--- config.mk ---
export PLATFORM = sky130hd
export DESIGN_NAME = vend_output_ctrl_flat
export DESIGN_NICKNAME = d
export VERILOG_FILES = /design/src/rtl/vend_output_ctrl_if.sv /design/src/rtl/vend_output_ctrl.sv /design/src/flat_wrapper.sv
export SDC_FILE = /design/constraint.sdc
export NUM_CORES = 1
export LEC_CHECK = 0
export BUFFER_PORTS_ARGS = -buffer_cell sky130_fd_sc_hd__buf_2
export CAP_MARGIN = 15
export CELL_PAD_IN_SITES_DETAIL_PLACEMENT = 1
export CELL_PAD_IN_SITES_GLOBAL_PLACEMENT = 2
export CORE_ASPECT_RATIO = 0.5
export CORE_MARGIN = 5
export CORE_UTILIZATION = 37
export CTS_CLUSTER_SIZE = 12
export DETAILED_ROUTE_END_ITERATION = 6
export PLACE_DENSITY_LB_ADDON = 0.08
export SLEW_MARGIN = 20
export SYNTH_ARGS = -nofsm -noshare
export SYNTH_HDL_FRONTEND = slang
export SYNTH_SLANG_ARGS = --single-unit
--- constraint.sdc ---
create_clock -name clk -period 3.9 [get_ports clk]
set_clock_uncertainty 0.1 [all_clocks]
set_input_delay 0.78 -clock clk [delete_from_list [all_inputs] [get_ports clk]]
set_output_delay 0.78 -clock clk [all_outputs]
set_load 0.01 [all_outputs]
--- src/rtl/vend_output_ctrl_if.sv ---
// rtl/vend_output_ctrl_if.sv - FSM-side and physical-output bundle for the vending output stage
// Optional coin counter signals appear when VEND_COIN_COUNT_EN is defined.
interface vend_out_if #(
  parameter int N_PROD = 4,
  parameter int CHG_W  = 8,
  parameter int SEL_W  = (N_PROD > 1) ? $clog2(N_PROD) : 1
);
  logic [2:0]        fsm_state;
  logic [SEL_W-1:0]  product_sel;
  logic [CHG_W-1:0]  change_amt;
  logic [N_PROD-1:0] dispense;
  logic              coin_q;
  logic              coin_d;
  logic              coin_n;
  logic              busy;
  logic              op_done;
  logic              fault;
`ifdef VEND_COIN_COUNT_EN
  logic [7:0]        cnt_q;
  logic [7:0]        cnt_d;
  logic [7:0]        cnt_n;

  modport master (output fsm_state, product_sel, change_amt,
                  input  dispense, coin_q, coin_d, coin_n, busy, op_done, fault,
                         cnt_q, cnt_d, cnt_n);
  modport slave  (input  fsm_state, product_sel, change_amt,
                  output dispense, coin_q, coin_d, coin_n, busy, op_done, fault,
                         cnt_q, cnt_d, cnt_n);
`else
  modport master (output fsm_state, product_sel, change_amt,
                  input  dispense, coin_q, coin_d, coin_n, busy, op_done, fault);
  modport slave  (input  fsm_state, product_sel, change_amt,
                  output dispense, coin_q, coin_d, coin_n, busy, op_done, fault);
`endif
endinterface

--- src/rtl/vend_output_ctrl.sv ---
// rtl/vend_output_ctrl.sv - timed dispense pulse and greedy coin ejection for the vending FSM
// VEND_COIN_COUNT_EN adds saturating per-coin pulse counters.
module vend_output_ctrl #(
  parameter int N_PROD      = 4,
  parameter int CHG_W       = 8,
  parameter int DISP_CYCLES = 4,
  parameter int COIN_CYCLES = 2,
  parameter int ST_DISPENSE = 4,
  parameter int ST_CHANGE   = 5
) (
  input logic      clk,
  input logic      rst,
  vend_out_if.slave bus
);
  localparam int TMR_MAX = (DISP_CYCLES > COIN_CYCLES) ? DISP_CYCLES : COIN_CYCLES;
  localparam int TMR_W   = $clog2(TMR_MAX + 1);

  typedef enum logic [2:0] {IDLE, DISP, CHG, COIN, GAP, DONE} state_t;

  state_t            state_q;
  logic [2:0]        prev_state_q;
  logic              armed_q;
  logic [CHG_W-1:0]  rem_q;
  logic [TMR_W-1:0]  timer_q;
  logic [N_PROD-1:0] dispense_q;
  logic              coin_q_q, coin_d_q, coin_n_q;
  logic              busy_q, op_done_q, fault_q;
`ifdef VEND_COIN_COUNT_EN
  logic [7:0]        qcnt_q, dcnt_q, ncnt_q;
`endif

  logic [31:0]       sel_ext_d;
  logic [31:0]       rem_ext_d;
  logic [N_PROD-1:0] sel_onehot_d;
  logic              trigger_d;

  // Decode against the full input width so out-of-range indices yield an empty vector.
  always_comb begin
    sel_ext_d    = 32'(bus.product_sel);
    rem_ext_d    = 32'(rem_q);
    sel_onehot_d = '0;
    for (int i = 0; i < N_PROD; i++) begin
      sel_onehot_d[i] = (sel_ext_d == 32'(i));
    end
    trigger_d = (state_q == IDLE) && armed_q && (bus.fsm_state != prev_state_q) &&
                ((bus.fsm_state == 3'(ST_DISPENSE)) || (bus.fsm_state == 3'(ST_CHANGE)));
  end

  always_ff @(posedge clk or posedge rst) begin
    if (rst) begin
      state_q      <= IDLE;
      prev_state_q <= '0;
      armed_q      <= 1'b0;
      rem_q        <= '0;
      timer_q      <= '0;
      dispense_q   <= '0;
      coin_q_q     <= 1'b0;
      coin_d_q     <= 1'b0;
      coin_n_q     <= 1'b0;
      busy_q       <= 1'b0;
      op_done_q    <= 1'b0;
      fault_q      <= 1'b0;
`ifdef VEND_COIN_COUNT_EN
      qcnt_q       <= '0;
      dcnt_q       <= '0;
      ncnt_q       <= '0;
`endif
    end else begin
      prev_state_q <= bus.fsm_state;
      armed_q      <= 1'b1;
      op_done_q    <= 1'b0;
      case (state_q)
        IDLE: begin
          if (trigger_d) begin
            busy_q <= 1'b1;
            if (bus.fsm_state == 3'(ST_DISPENSE)) begin
              state_q    <= DISP;
              dispense_q <= sel_onehot_d;
              fault_q    <= ~|sel_onehot_d;
              timer_q    <= TMR_W'(DISP_CYCLES - 1);
            end else begin
              state_q <= CHG;
              rem_q   <= bus.change_amt;
              fault_q <= 1'b0;
            end
          end
        end
        DISP: begin
          if (timer_q == '0) begin
            dispense_q <= '0;
            op_done_q  <= 1'b1;
            state_q    <= DONE;
          end else begin
            timer_q <= timer_q - 1'b1;
          end
        end
        CHG: begin
          timer_q <= TMR_W'(COIN_CYCLES - 1);
          if (rem_ext_d >= 32'd25) begin
            rem_q    <= rem_q - CHG_W'(25);
            coin_q_q <= 1'b1;
            state_q  <= COIN;
`ifdef VEND_COIN_COUNT_EN
            if (qcnt_q != 8'hFF) qcnt_q <= qcnt_q + 8'd1;
`endif
          end else if (rem_ext_d >= 32'd10) begin
            rem_q    <= rem_q - CHG_W'(10);
            coin_d_q <= 1'b1;
            state_q  <= COIN;
`ifdef VEND_COIN_COUNT_EN
            if (dcnt_q != 8'hFF) dcnt_q <= dcnt_q + 8'd1;
`endif
          end else if (rem_ext_d >= 32'd5) begin
            rem_q    <= rem_q - CHG_W'(5);
            coin_n_q <= 1'b1;
            state_q  <= COIN;
`ifdef VEND_COIN_COUNT_EN
            if (ncnt_q != 8'hFF) ncnt_q <= ncnt_q + 8'd1;
`endif
          end else begin
            // A residue below a nickel cannot be paid out; flag it and drop it.
            fault_q   <= (rem_q != '0);
            rem_q     <= '0;
            op_done_q <= 1'b1;
            state_q   <= DONE;
          end
        end
        COIN: begin
          if (timer_q == '0) begin
            coin_q_q <= 1'b0;
            coin_d_q <= 1'b0;
            coin_n_q <= 1'b0;
            timer_q  <= TMR_W'(COIN_CYCLES - 1);
            state_q  <= GAP;
          end else begin
            timer_q <= timer_q - 1'b1;
          end
        end
        GAP: begin
          if (timer_q == '0) state_q <= CHG;
          else               timer_q <= timer_q - 1'b1;
        end
        DONE: begin
          busy_q  <= 1'b0;
          state_q <= IDLE;
        end
        default: state_q <= IDLE;
      endcase
    end
  end

  assign bus.dispense = dispense_q;
  assign bus.coin_q   = coin_q_q;
  assign bus.coin_d   = coin_d_q;
  assign bus.coin_n   = coin_n_q;
  assign bus.busy     = busy_q;
  assign bus.op_done  = op_done_q;
  assign bus.fault    = fault_q;
`ifdef VEND_COIN_COUNT_EN
  assign bus.cnt_q    = qcnt_q;
  assign bus.cnt_d    = dcnt_q;
  assign bus.cnt_n    = ncnt_q;
`endif
endmodule

--- src/flat_wrapper.sv ---
// flat-port wrapper written by rule: the top's interface ports become plain ports
module vend_output_ctrl_flat 
#(
  parameter int N_PROD      = 4,
  parameter int CHG_W       = 8,
  parameter int DISP_CYCLES = 4,
  parameter int COIN_CYCLES = 2,
  parameter int ST_DISPENSE = 4,
  parameter int ST_CHANGE   = 5
)
  (clk, rst, bus_fsm_state, bus_product_sel, bus_change_amt, bus_dispense, bus_coin_q, bus_coin_d, bus_coin_n, bus_busy, bus_op_done, bus_fault);
  vend_out_if #(.N_PROD(N_PROD), .CHG_W(CHG_W), .SEL_W(3)) bus_i ();
  input logic clk;
  input logic rst;
  input wire logic [$bits(bus_i.fsm_state)-1:0] bus_fsm_state;
  input wire logic [$bits(bus_i.product_sel)-1:0] bus_product_sel;
  input wire logic [$bits(bus_i.change_amt)-1:0] bus_change_amt;
  output wire logic [$bits(bus_i.dispense)-1:0] bus_dispense;
  output wire logic [$bits(bus_i.coin_q)-1:0] bus_coin_q;
  output wire logic [$bits(bus_i.coin_d)-1:0] bus_coin_d;
  output wire logic [$bits(bus_i.coin_n)-1:0] bus_coin_n;
  output wire logic [$bits(bus_i.busy)-1:0] bus_busy;
  output wire logic [$bits(bus_i.op_done)-1:0] bus_op_done;
  output wire logic [$bits(bus_i.fault)-1:0] bus_fault;
  assign bus_i.fsm_state = bus_fsm_state;
  assign bus_i.product_sel = bus_product_sel;
  assign bus_i.change_amt = bus_change_amt;
  assign bus_dispense = bus_i.dispense;
  assign bus_coin_q = bus_i.coin_q;
  assign bus_coin_d = bus_i.coin_d;
  assign bus_coin_n = bus_i.coin_n;
  assign bus_busy = bus_i.busy;
  assign bus_op_done = bus_i.op_done;
  assign bus_fault = bus_i.fault;
  vend_output_ctrl #(.N_PROD(N_PROD), .CHG_W(CHG_W), .DISP_CYCLES(DISP_CYCLES), .COIN_CYCLES(COIN_CYCLES), .ST_DISPENSE(ST_DISPENSE), .ST_CHANGE(ST_CHANGE)) u_core (.clk(clk), .rst(rst), .bus(bus_i));
endmodule
# Word-level counts from Yosys, hierarchy flattened
# Index checks and enable logic that the tools add are counted.
# W data, S select, Z words.
[classes] n_addsub=4 order_cmp=3 n_eq_ne=24 mux=47 n_reduce_logical=25
[op_table] operator="$mux W8" count=5
[op_table] operator="$mux W3" count=11
[op_table] operator="$mux W1" count=17
[op_table] operator="$pmux W8 S2" count=1
[op_table] operator="$reduce_and A4 Y1" count=4
[op_table] operator="$pmux W3 S5" count=1
[op_table] operator="$ne A2 B1 Y1 const B" count=7
[op_table] operator="$eq A3 B2 Y1 const B" count=4
[op_table] operator="$eq A3 B3 Y1 const B" count=4
[op_table] operator="$mux W4" count=3
[op_table] operator="$ne A2 B2 Y1 const B" count=6
[op_table] operator="$pmux W1 S2" count=6
[op_table] operator="$pmux W3 S4" count=1
[op_table] operator="$reduce_and A5 Y1" count=2
[op_table] operator="$logic_not A3 Y1" count=3
[op_table] operator="$ge A8 B3 Y1 const B" count=1
[op_table] operator="$ge A8 B4 Y1 const B" count=1
[op_table] operator="$ge A8 B5 Y1 const B" count=1
[op_table] operator="$pmux W4 S2" count=1
[op_table] operator="$reduce_bool A2 Y1" count=4
[op_table] operator="$reduce_bool A8 Y1" count=1
[op_table] operator="$sub A8 B3 Y8 const B" count=1
[op_table] operator="$sub A8 B4 Y8 const B" count=1
[op_table] operator="$sub A8 B5 Y8 const B" count=1
[op_table] operator="12 further kinds" count=16
[totals] register_bits=28 input_bits=16 elab_cells=115

# Depth between registers and ports, before layout
[depth] ltp_word=6 ltp_mapped=8

# Worst setup path before layout
# OpenSTA, ideal clock, no wires.
[synth_timing] kind="in2reg" from="in bus_fsm_state[1]" to="reg u_core.rem_q[3]" setup_ps=66 t_arrival_ps=1958 setup_slack_ps=1776 cell_stages=5 path_buffers=0 path_cell_list="nand3b_1 > a211oi_1 > o21ai_1 > a311oi_1 > a22o_1"
[synth_between] elab_chain_cells=5 elab_cells_between_ends=9
[synth_rtl] element="start, declared" line_no="flat_wrapper.sv:15" rtl="input wire logic [$bits(bus_i.fsm_state)-1:0] bus_fsm_state;"
[synth_rtl] element="$ne A3 B3 Y1, or another cell as far along" line_no="vend_output_ctrl.sv:45" rtl="trigger_d = (state_q == IDLE) && armed_q && (bus.fsm_state != prev_state_q) &&"
[synth_rtl] element="$logic_and A1 B1 Y1 / $logic_or A1 B1 Y1 (equally long branches)" line_no="vend_output_ctrl.sv:45, vend_output_ctrl.sv:46"
[synth_rtl] element="$logic_and A1 B1 Y1" line_no="vend_output_ctrl.sv:45"
[synth_rtl] element="$ne A2 B1 Y1 (no source line)"
[synth_rtl] element="$reduce_and A3 Y1 (no source line) *"
[synth_rtl] element="end signal, assigned" line_no="vend_output_ctrl.sv:83" rtl="rem_q <= bus.change_amt;"
[synth_rtl] element="end signal, assigned" line_no="vend_output_ctrl.sv:100" rtl="rem_q <= rem_q - CHG_W'(25);"
[synth_rtl] element="end signal, assigned" line_no="vend_output_ctrl.sv:107" rtl="rem_q <= rem_q - CHG_W'(10);"
[synth_rtl] element="end, declared" line_no="vend_output_ctrl.sv:23" rtl="logic [CHG_W-1:0] rem_q;"
# Every way passes the cells marked *; elsewhere a longest branch is shown, timed or not.
# A chain may end at the register's enable or synchronous reset.

# Worst setup path after layout
[layout_timing] from="reg u_core.rem_q[1]" to="reg u_core.rem_q[6]"
[layout_between] elab_chain_cells=5 elab_cells_between_ends=10
[layout_rtl] element="$sub A8 B3 Y8 / $ge A8 B3 Y1 (equally long branches)" line_no="vend_output_ctrl.sv:114, vend_output_ctrl.sv:113"
[layout_rtl] element="$mux W8" line_no="vend_output_ctrl.sv:113" rtl="end else if (rem_ext_d >= 32'd5) begin"
[layout_rtl] element="$mux W8" line_no="vend_output_ctrl.sv:106" rtl="end else if (rem_ext_d >= 32'd10) begin"
[layout_rtl] element="$mux W8 *" line_no="vend_output_ctrl.sv:99" rtl="if (rem_ext_d >= 32'd25) begin"
[layout_rtl] element="$pmux W8 S2 *" line_no="vend_output_ctrl.sv:72" rtl="case (state_q)"
# Marks and branches as above.

==> impl_metrics.yaml <==
cells_and_area:
  finalInstanceArea_um2: 2140
  drive_gt1_frac: 0.129
  diodes: 0
  area_growth_syn_to_layout_pct: 10.2
  fin_nets: 275
  finish.utilization: 0.427
  n_fill_cell: 621
route:
  vias_per_cell: 5.62
  wire_per_inst_um: 17.4
  dr.pass1.iters: 4
  drc: 0
  routed_wirelength_um: 5540
  drtAntennaViolNets: 0
  vias: 1786
  drtIter0Drc: 87
clock_tree:
  worstSkewPairLatency_ps: 270
  clk_path_buf_depth: 2
  cts_tree: "done"
  cts-buffers-inserted: 3
  cts_root_buf: "clkbuf_8"
  ctsHtreeMaxLevel: 1
  clk_pin_slew_ps: 90
  ctsHoldBuffers: 0
  postCtsSetupBuffers: 0
  clock_sinks: 28
  cts.repair.resized: 0
logic_synthesis:
  async_flop_share: 1.00
  synth_area_um2: 1940
  synth_top_area_share: 0.361
  synthCells: 233
  yosys-top-cells-area: "dfrtp_1, ha_1, o21ai_0"
  synth_cell_types: 52
  yosys.area.top_type: "dfrtp_1"
  avgSynthCellArea_um2: 8.32
  synth_edf_count: 0
  yosysWarningCount: 0
  synth-seq-cells: 28
  ys_seq_area_frac: 0.361
  synth_flop_cell: "dfrtp_1"
  syn-num-nets: 258
timing:
  fmax_mhz: 404
  setup_tns_ps: 0
  fin_crit_ps: 2480
  max_slew_margin: 0.524
  slew_viol_final: 0
  rsz0062_at_grt: "no"
  setup_viol: 0
  min_period_over_period: 0.635
  worst_slack_ps: 1420
  tightestPinTransition_ps: 714
  hold_viol_final: 0
grt:
  grt_pass1_wl_um: 9600
  antenna_found_initial: 0
  first_global_vias: 1845
  overflow: 0
  grt_max_degree: 29
  grt.total_usage: 0.174
run:
  drv_cap: 0
power_and_ir_drop:
  fin_total_pwr_mw: 1.52
  ir_worst_vdd_uv: 219
  power.static_leakage_nw: 0.889
  power_density_nw_per_um2: 711
hold_path:
  holdCritPathClass: "reg -> reg"
  hold-path-cell-count: 1
place:
  gp_congestion: 0.878
  dpl_worst_slack_ps: 1280
  place_area_um2: 2100
  port_buffers: 25
  hpwl_um: 4120
setup_path:
  endpoint_kind: "flip-flop"
  critPathKind: "reg -> reg"
  r2r_cells: 7
  crit_fanout: 7
  cp.required_ps: 3970
  start_kind: "flip-flop"
  arrival_ps: 2550
die:
  core_um2: 5000
  dieHeight_um: 61.2
  die_area_um2: 6880
  dieWidth_um: 112
  ios: 26
  core.rowCount: 18
  start_util: 0.388
outcome:
  status: "complete, no violations"
critical path, stage by stage, from the launching register on:
cell and delay [ps]:
dfrtp_1 460, inv_1 210, ha_1 290, nor3b_1 370, o31ai_1 210, nor2_1 310, o41ai_1 140, a32o_1 280
state kept, by name, summed over array words and instances, names as in the netlist:
name / flops
u_core.armed_q: 1
u_core.bus.busy: 1
u_core.bus.coin_d: 1
u_core.bus.coin_n: 1
u_core.bus.coin_q: 1
u_core.bus.dispense: 4
u_core.bus.fault: 1
u_core.bus.op_done: 1
u_core.prev_state_q: 3
u_core.rem_q: 8
u_core.state_q: 3
u_core.timer_q: 3
logic make-up after synthesis:
logic type                 Yosys count  synth area share
AOI/OAI and AO/OA                   83             0.283
and+or+nand+nor                     80             0.208
DFF                                 28             0.361
buffers and inverters               24            0.0503
adders and majority gates            9            0.0581
xor gates and xnor gates             7            0.0316
other                                1           0.00193
muxes                                1           0.00581
per-stage QoR:
stage | instances | hold slack [ps]
floorplan | 233 | 349
global placement | 315 | 356
detailed placement | 315 | 365
CTS | 318 | 388
global route | 318 | 425
finish | 318 | 383
Yosys cell counts, drive strengths merged, types with 4 or more instances:
cell type  instances
dfrtp             28
nor2              24
o21ai             21
a21oi             18
nand2             15
clkbuf            12
inv               11
nor3              11
ha                 9
a31oi              6
o31ai              6
xnor2              6
a22o               4
nand2b             4
nand3              4
nand3b             4
nor2b              4
where the power goes:
group          leakage (nW)  internal, mW  switching [mW]
logic                 0.519         0.317           0.465
registers             0.348         0.383           0.198
clock network        0.0216        0.0694          0.0886
total                 0.889         0.769           0.751
worst paths after layout:
check,start,endpoint,slack [ps]
setup reg to reg,u_core.rem_q[1],u_core.rem_q[6],1420
max in group asynchronous,rst,u_core.state_q[0],2840
hold reg to reg,u_core.bus.coin_d,u_core.bus.coin_d,380
setup / recovery,u_core.rem_q[1],u_core.rem_q[6],1420
min in group asynchronous,rst,u_core.bus.op_done,470
hold / removal,u_core.bus.coin_d,u_core.bus.coin_d,380
routing by layer:
| metal | wire, um | global-route usage | up-vias |
|---|---|---|---|
| li1 | - | - | 885 |
| met1 | 2930 | 0.254 | 879 |
| met2 | 2420 | 0.287 | 20 |
| met3 | 175 | 0.0294 | 2 |
| met4 | 17 | 0.0154 | 0 |
| met5 | 0 | 0 | - |
cells in the final DEF (no fill, tap or decap), drive strengths merged, types with 9 or more instances in the layout:
master / count
nor2: 24
buf: 25
o21ai: 21
a21oi: 18
nor3: 11
nand2: 15
dfrtp: 28
ha: 9
inv: 11
cell type report:
cell class                      instances  area (um2)  share of cell area
Timing Repair Buffer                   25         125              0.0585
Inverter                               11        41.3              0.0193
Sequential cell                        28         701               0.328
Clock buffer                            3        41.3              0.0193
Tap cell                               70        87.6              0.0410
Multi-Input combinational cell        181        1140               0.534
(Power assumes the default switching activity.)
